$ cat config.mk
export PLATFORM = sky130hd
export DESIGN_NAME = reg_dump_reader
export DESIGN_NICKNAME = d
export VERILOG_FILES = /design/src/rtl/reg_dump_reader_pkg.sv /design/src/rtl/reg_dump_reader.sv
export SDC_FILE = /design/constraint.sdc
export NUM_CORES = 1
export LEC_CHECK = 0
export ABC_CLOCK_PERIOD_IN_PS = 1900
export BUFFER_PORTS_ARGS = -buffer_cell sky130_fd_sc_hd__buf_2
export CORE_ASPECT_RATIO = 0.8
export CORE_MARGIN = 4
export CORE_UTILIZATION = 53
export CTS_CLUSTER_SIZE = 30
export DETAILED_ROUTE_END_ITERATION = 12
export PLACE_DENSITY = 0.77
export REMOVE_ABC_BUFFERS = 1
export SYNTH_ARGS = -nofsm -noshare
export SYNTH_HDL_FRONTEND = slang
export SYNTH_SLANG_ARGS = --single-unit
$ cat constraint.sdc
create_clock -name i_clk -period 1.9 [get_ports i_clk]
set_input_delay 0 -clock i_clk [delete_from_list [all_inputs] [get_ports i_clk]]
set_output_delay 0 -clock i_clk [all_outputs]
set_load 0.05 [all_outputs]
$ cat src/rtl/reg_dump_reader_pkg.sv
// Shared debug-unit definitions for the register dump reader.
// Holds the data/byte geometry of a register word and the FSM state encoding.
package reg_dump_reader_pkg;

    localparam int BYTE_W     = 8;
    localparam int DATA_W     = 32;
    localparam int BPW        = DATA_W / BYTE_W;
    localparam int BYTE_IDX_W = (BPW > 1) ? $clog2(BPW) : 1;

    localparam logic [2:0] ST_IDLE = 3'd0;
    localparam logic [2:0] ST_ADDR = 3'd1;
    localparam logic [2:0] ST_LOAD = 3'd2;
    localparam logic [2:0] ST_SEND = 3'd3;
    localparam logic [2:0] ST_WAIT = 3'd4;
    localparam logic [2:0] ST_NEXT = 3'd5;
    localparam logic [2:0] ST_DONE = 3'd6;

endpackage

$ cat src/rtl/reg_dump_reader.sv
// Register dump reader: on i_start, sweeps registers 0..N_REGS-1 through the
// register file debug read port and streams each word to the UART transmitter
// as BPW bytes, MSB first.
//
// Ports
//   i_clk, i_reset      clock, synchronous active-high reset
//   i_start             dump request, honoured in IDLE only
//   o_busy, o_done      busy outside IDLE; one-cycle pulse at end of a dump
//   o_dbg_reg_addr      debug read address (data returns the following cycle)
//   i_dbg_reg_data      debug read data
//   o_tx_data           byte presented to the transmitter
//   o_tx_start          one-cycle transmit request
//   i_tx_done           transmitter finished current byte, honoured in WAIT only
//
// state | meaning
// IDLE  | waiting for i_start
// ADDR  | debug address presented for reg_idx
// LOAD  | read data captured into word
// SEND  | o_tx_start pulse for byte byte_idx
// WAIT  | waiting for i_tx_done
// NEXT  | advance byte / register / finish
// DONE  | o_done pulse
module reg_dump_reader
    import reg_dump_reader_pkg::*;
#(
    parameter int N_REGS     = 32,
    parameter int REG_ADDR_W = 5
) (
    input  logic                  i_clk,
    input  logic                  i_reset,
    input  logic                  i_start,
    output logic                  o_busy,
    output logic                  o_done,
    output logic [REG_ADDR_W-1:0] o_dbg_reg_addr,
    input  logic [DATA_W-1:0]     i_dbg_reg_data,
    output logic [BYTE_W-1:0]     o_tx_data,
    output logic                  o_tx_start,
    input  logic                  i_tx_done
);

    localparam logic [REG_ADDR_W-1:0] LAST_REG  = REG_ADDR_W'(N_REGS - 1);
    localparam logic [BYTE_IDX_W-1:0] LAST_BYTE = BYTE_IDX_W'(BPW - 1);

    logic [2:0]            state;
    logic [REG_ADDR_W-1:0] reg_idx;
    logic [BYTE_IDX_W-1:0] byte_idx;
    logic [DATA_W-1:0]     word;
    logic [DATA_W-1:0]     word_shl;

    always_ff @(posedge i_clk) begin
        if (i_reset) begin
            state          <= ST_IDLE;
            reg_idx        <= '0;
            byte_idx       <= '0;
            word           <= '0;
            o_dbg_reg_addr <= '0;
        end else begin
            case (state)
                ST_IDLE: begin
                    if (i_start) begin
                        reg_idx        <= '0;
                        byte_idx       <= '0;
                        o_dbg_reg_addr <= '0;
                        state          <= ST_ADDR;
                    end
                end
                ST_ADDR: state <= ST_LOAD;
                ST_LOAD: begin
                    word  <= i_dbg_reg_data;
                    state <= ST_SEND;
                end
                ST_SEND: state <= ST_WAIT;
                ST_WAIT: begin
                    if (i_tx_done) begin
                        state <= ST_NEXT;
                    end
                end
                ST_NEXT: begin
                    if (byte_idx != LAST_BYTE) begin
                        byte_idx <= byte_idx + 1'b1;
                        state    <= ST_SEND;
                    end else if (reg_idx != LAST_REG) begin
                        // Address is updated together with reg_idx so that it is
                        // already stable during ADDR and the data is ready in LOAD.
                        byte_idx       <= '0;
                        reg_idx        <= reg_idx + 1'b1;
                        o_dbg_reg_addr <= reg_idx + 1'b1;
                        state          <= ST_ADDR;
                    end else begin
                        byte_idx <= '0;
                        reg_idx  <= '0;
                        state    <= ST_DONE;
                    end
                end
                ST_DONE: state <= ST_IDLE;
                default: state <= ST_IDLE;
            endcase
        end
    end

    // Byte select: shift the wanted byte up to the top of the word. Driven only
    // by registers, so o_tx_data holds from SEND through the NEXT cycle.
    assign word_shl   = word << (BYTE_W * byte_idx);
    assign o_tx_data  = word_shl[DATA_W-1 -: BYTE_W];

    assign o_busy     = (state != ST_IDLE);
    assign o_done     = (state == ST_DONE);
    assign o_tx_start = (state == ST_SEND);

endmodule
==> summary.txt <==
Hold Path Origin: i_start
Psw: 804 uW
Count of pins over their slew limit: 0
DRT antenna net count: 0
DR iter-0 viols: 128
Final WL: 5.73 mm
Syn Inst Count: 250
Sequential power share: 0.426
R2R cell count: 6
R2r setup slk: 100 ps
Status: completed
Crit path time final: 1800 ps
Critical-path cell list: ha_2 > and3_1 > ha_1 > nand4b_1 > a21o_1 > mux2_2
Tightest Pin Transition: 647 ps
Final Setup Violations: 0
Die width: 79.1 um
Post-route clock period utilization: 0.947
CTS H-Tree Depth: 2
Commonest cells after routing, fill and taps aside: nand2_1, buf_2, dfxtp_1, a21oi_1, dlygate4sd3_1
Largest net degree at the start of global routing: 33
Post-Layout Inst Area: 2960 um2
Sequential area share after synthesis: 0.440
Pwr dens: 909 nW/um2
CTS tree: done
CP endpoint kind: flip-flop
Final core utilization: 0.767
Post-Syn Area: 2140 um2
Worst R2R Start: reg_idx[0]
Via count: 2091
Clock root cell: clkbuf_8
Final nets: 374
Placement Cell Area: 2480 um2
F_max: 556 MHz
Unique masters post-synth: 40
I/O Pins: 52
VDD IR max: 0.000552 V
Post-synth ARST share: 0
Crit start category: flip-flop
Drt via density: 5.36
Share of cells above drive strength 1: 0.263
Top_reg_cell synth: dfxtp_1
Die Span Y: 64.8 um
Most common cell after layout, fill and taps aside: nand2_1
Kind of critical path: reg -> reg
Grt ovf: 0
Fillers: 280
Family with the most delay on the worst path: simple AND/OR/NAND/NOR gates
Setup TNS: 0 ps
MaxCap Viol Count: 0
Yosys reg bits: 47
Leakage power: 0.00121 uW
RePlAce Congestion: 0.871
Core footprint: 3850 um2
CP bufs+invs: 0
HP Class: in -> reg
Hold path cells: 4
TritonCTS Sinks: 47
Pint: 1880 uW
RSZ-0062 raised after global routing: false
Fin. Hold Viols: 0
Antenna cells: 0
First-pass GRT wire length: 9.34 mm
Total die area: 5130 um2
Clk pin slew, worst setup/hold paths: 80 ps
Sw Ratio: 0.299
Number of synthesized flops with an enable pin: 0
Worst path max stage delay: 350 ps
Port Buf Inserts: 51
CP required: 2090 ps
Initial antenna violation count: 0
Clk Latency, worst-skew pair: 300 ps
DRC viols: 0
Initial Utilization: 0.556
Clk buf depth: 2
Worst setup margin: 100 ps
Clock skew: 2.68 ps
Slowest stage cell on the critical path: dfxtp_2
Std-Cell Rows: 20
Clock Power Share: 0.317
Comb power frac: 0.257
Area Growth Syn to Fin: 38.1%
Routed length per instance: 14.7 um
Post-Place Worst Slack: 30.5 ps
Slew headroom: 0.568
Hold EP: state[0]
Vias in the first global route: 1985
Cts bufs inserted: 5
Largest fanout on the critical path: 5
Reg2reg end: o_dbg_reg_addr[0]
Critical path startpoint: reg_idx[0]
Worst Path Arrival: 1990 ps
Total track usage: 0.232
Syn Area/Cell: 8.56 um2
Ys Warns: 0
TritonRoute pass-1 iters: 4
Detailed Place HPWL: 3.50 mm
==> state kept, by name (all words and copies together) (netlist names) <==
register	count
byte_idx	2
o_dbg_reg_addr	5
reg_idx	5
state	3
word	32
==> worst register-to-register path, cell delays in order, from the launching register on <==
cell and delay [ps]:
dfxtp_2 350, ha_2 210, and3_1 200, ha_1 190, nand4b_1 200, a21o_1 260
mux2_2 290
==> through the flow <==
step           hold WS, ps  cells  power (uW)
2_1_floorplan         62.4    230        1580
3_3_place_gp           240    348        1770
3_5_place_dp           248    348        1780
4_1_cts               83.4    389        2680
5_1_grt                128    390        2820
6_report               101    390        2690
==> synth_stat cells, drive strengths merged (2+ instances only) <==
library cell | n | share of area
a21boi | 2 | 0.0070
a21oi | 38 | 0.091
and3b | 2 | 0.0082
buf | 3 | 0.0064
clkbuf | 17 | 0.030
dfxtp | 47 | 0.44
ha | 4 | 0.023
inv | 3 | 0.0053
mux2 | 2 | 0.011
mux2i | 2 | 0.0094
mux4 | 8 | 0.084
nand2 | 74 | 0.13
nand3 | 6 | 0.014
nand3b | 2 | 0.0070
nand4 | 2 | 0.0058
nand4b | 2 | 0.0082
nor2 | 3 | 0.0053
nor2b | 5 | 0.015
nor3 | 2 | 0.0047
o21ai | 3 | 0.0070
or3 | 3 | 0.0088
or3b | 2 | 0.0082
xnor2 | 3 | 0.012
==> worst max-delay path by stage <==
stage / endpoint / cells past startpoint / slack [ps]
4_1_cts: o_dbg_reg_addr[2] / 6 / 10
6_report: o_dbg_reg_addr[0] / 6 / 100
3_3_place_gp: o_dbg_reg_addr[2] / 6 / 90
3_5_place_dp: o_dbg_reg_addr[2] / 6 / 30
2_1_floorplan: word[0] / 3 / -740
5_1_grt: o_dbg_reg_addr[2] / 6 / 10
==> what timing repair did <==
| action | in CTS | in global routing |
|---|---|---|
| resized for setup | 0 | 2 |
| hold endpoints to repair | 33 | 0 |
| endpoints found under the setup margin | 0 | 3 |
| hold buffers | 33 | 0 |
| setup buffers | 0 | 1 |
==> cells by family after synthesis <==
logic type      after synthesis  share of synthesized area
compound gates               51                      0.137
xor+xnor                      3                     0.0123
fa+ha+maj                     4                     0.0234
buf+inv                      23                     0.0415
flops                        47                      0.440
mux                          12                      0.104
simple gates                110                      0.243
==> layer usage <==
| metal | global-route usage | vias to the layer above | part of all wire |
|---|---|---|---|
| met5 | 0 | - | 0 |
| met4 | 0.101 | 0 | 0.019 |
| met3 | 0.0444 | 13 | 0.067 |
| met2 | 0.380 | 80 | 0.48 |
| met1 | 0.299 | 969 | 0.43 |
| li1 | - | 1029 | - |
==> layout make-up <==
class                           instances  area, um2  share of cell area
Clock buffer                            6       72.6              0.0245
Clock inverter                          2       60.1              0.0203
Inverter                                3       11.3             0.00381
Multi-Input combinational cell        180       1120               0.378
Sequential cell                        47        942               0.319
Tap cell                               55       68.8              0.0233
Timing Repair Buffer                   97        683               0.231
==> power groups by stage <==
| stage | sequential (uW) | combinational [uW] | clock [uW] |
|---|---|---|---|
| after floorplan | 1170 | 412 | 0 |
| after global placement | 1160 | 604 | 0 |
| after detailed placement | 1170 | 617 | 0 |
| after CTS | 1140 | 673 | 864 |
| after global routing | 1160 | 755 | 906 |
| final | 1150 | 691 | 851 |
Note: power is estimated with default switching activity, not from simulation.
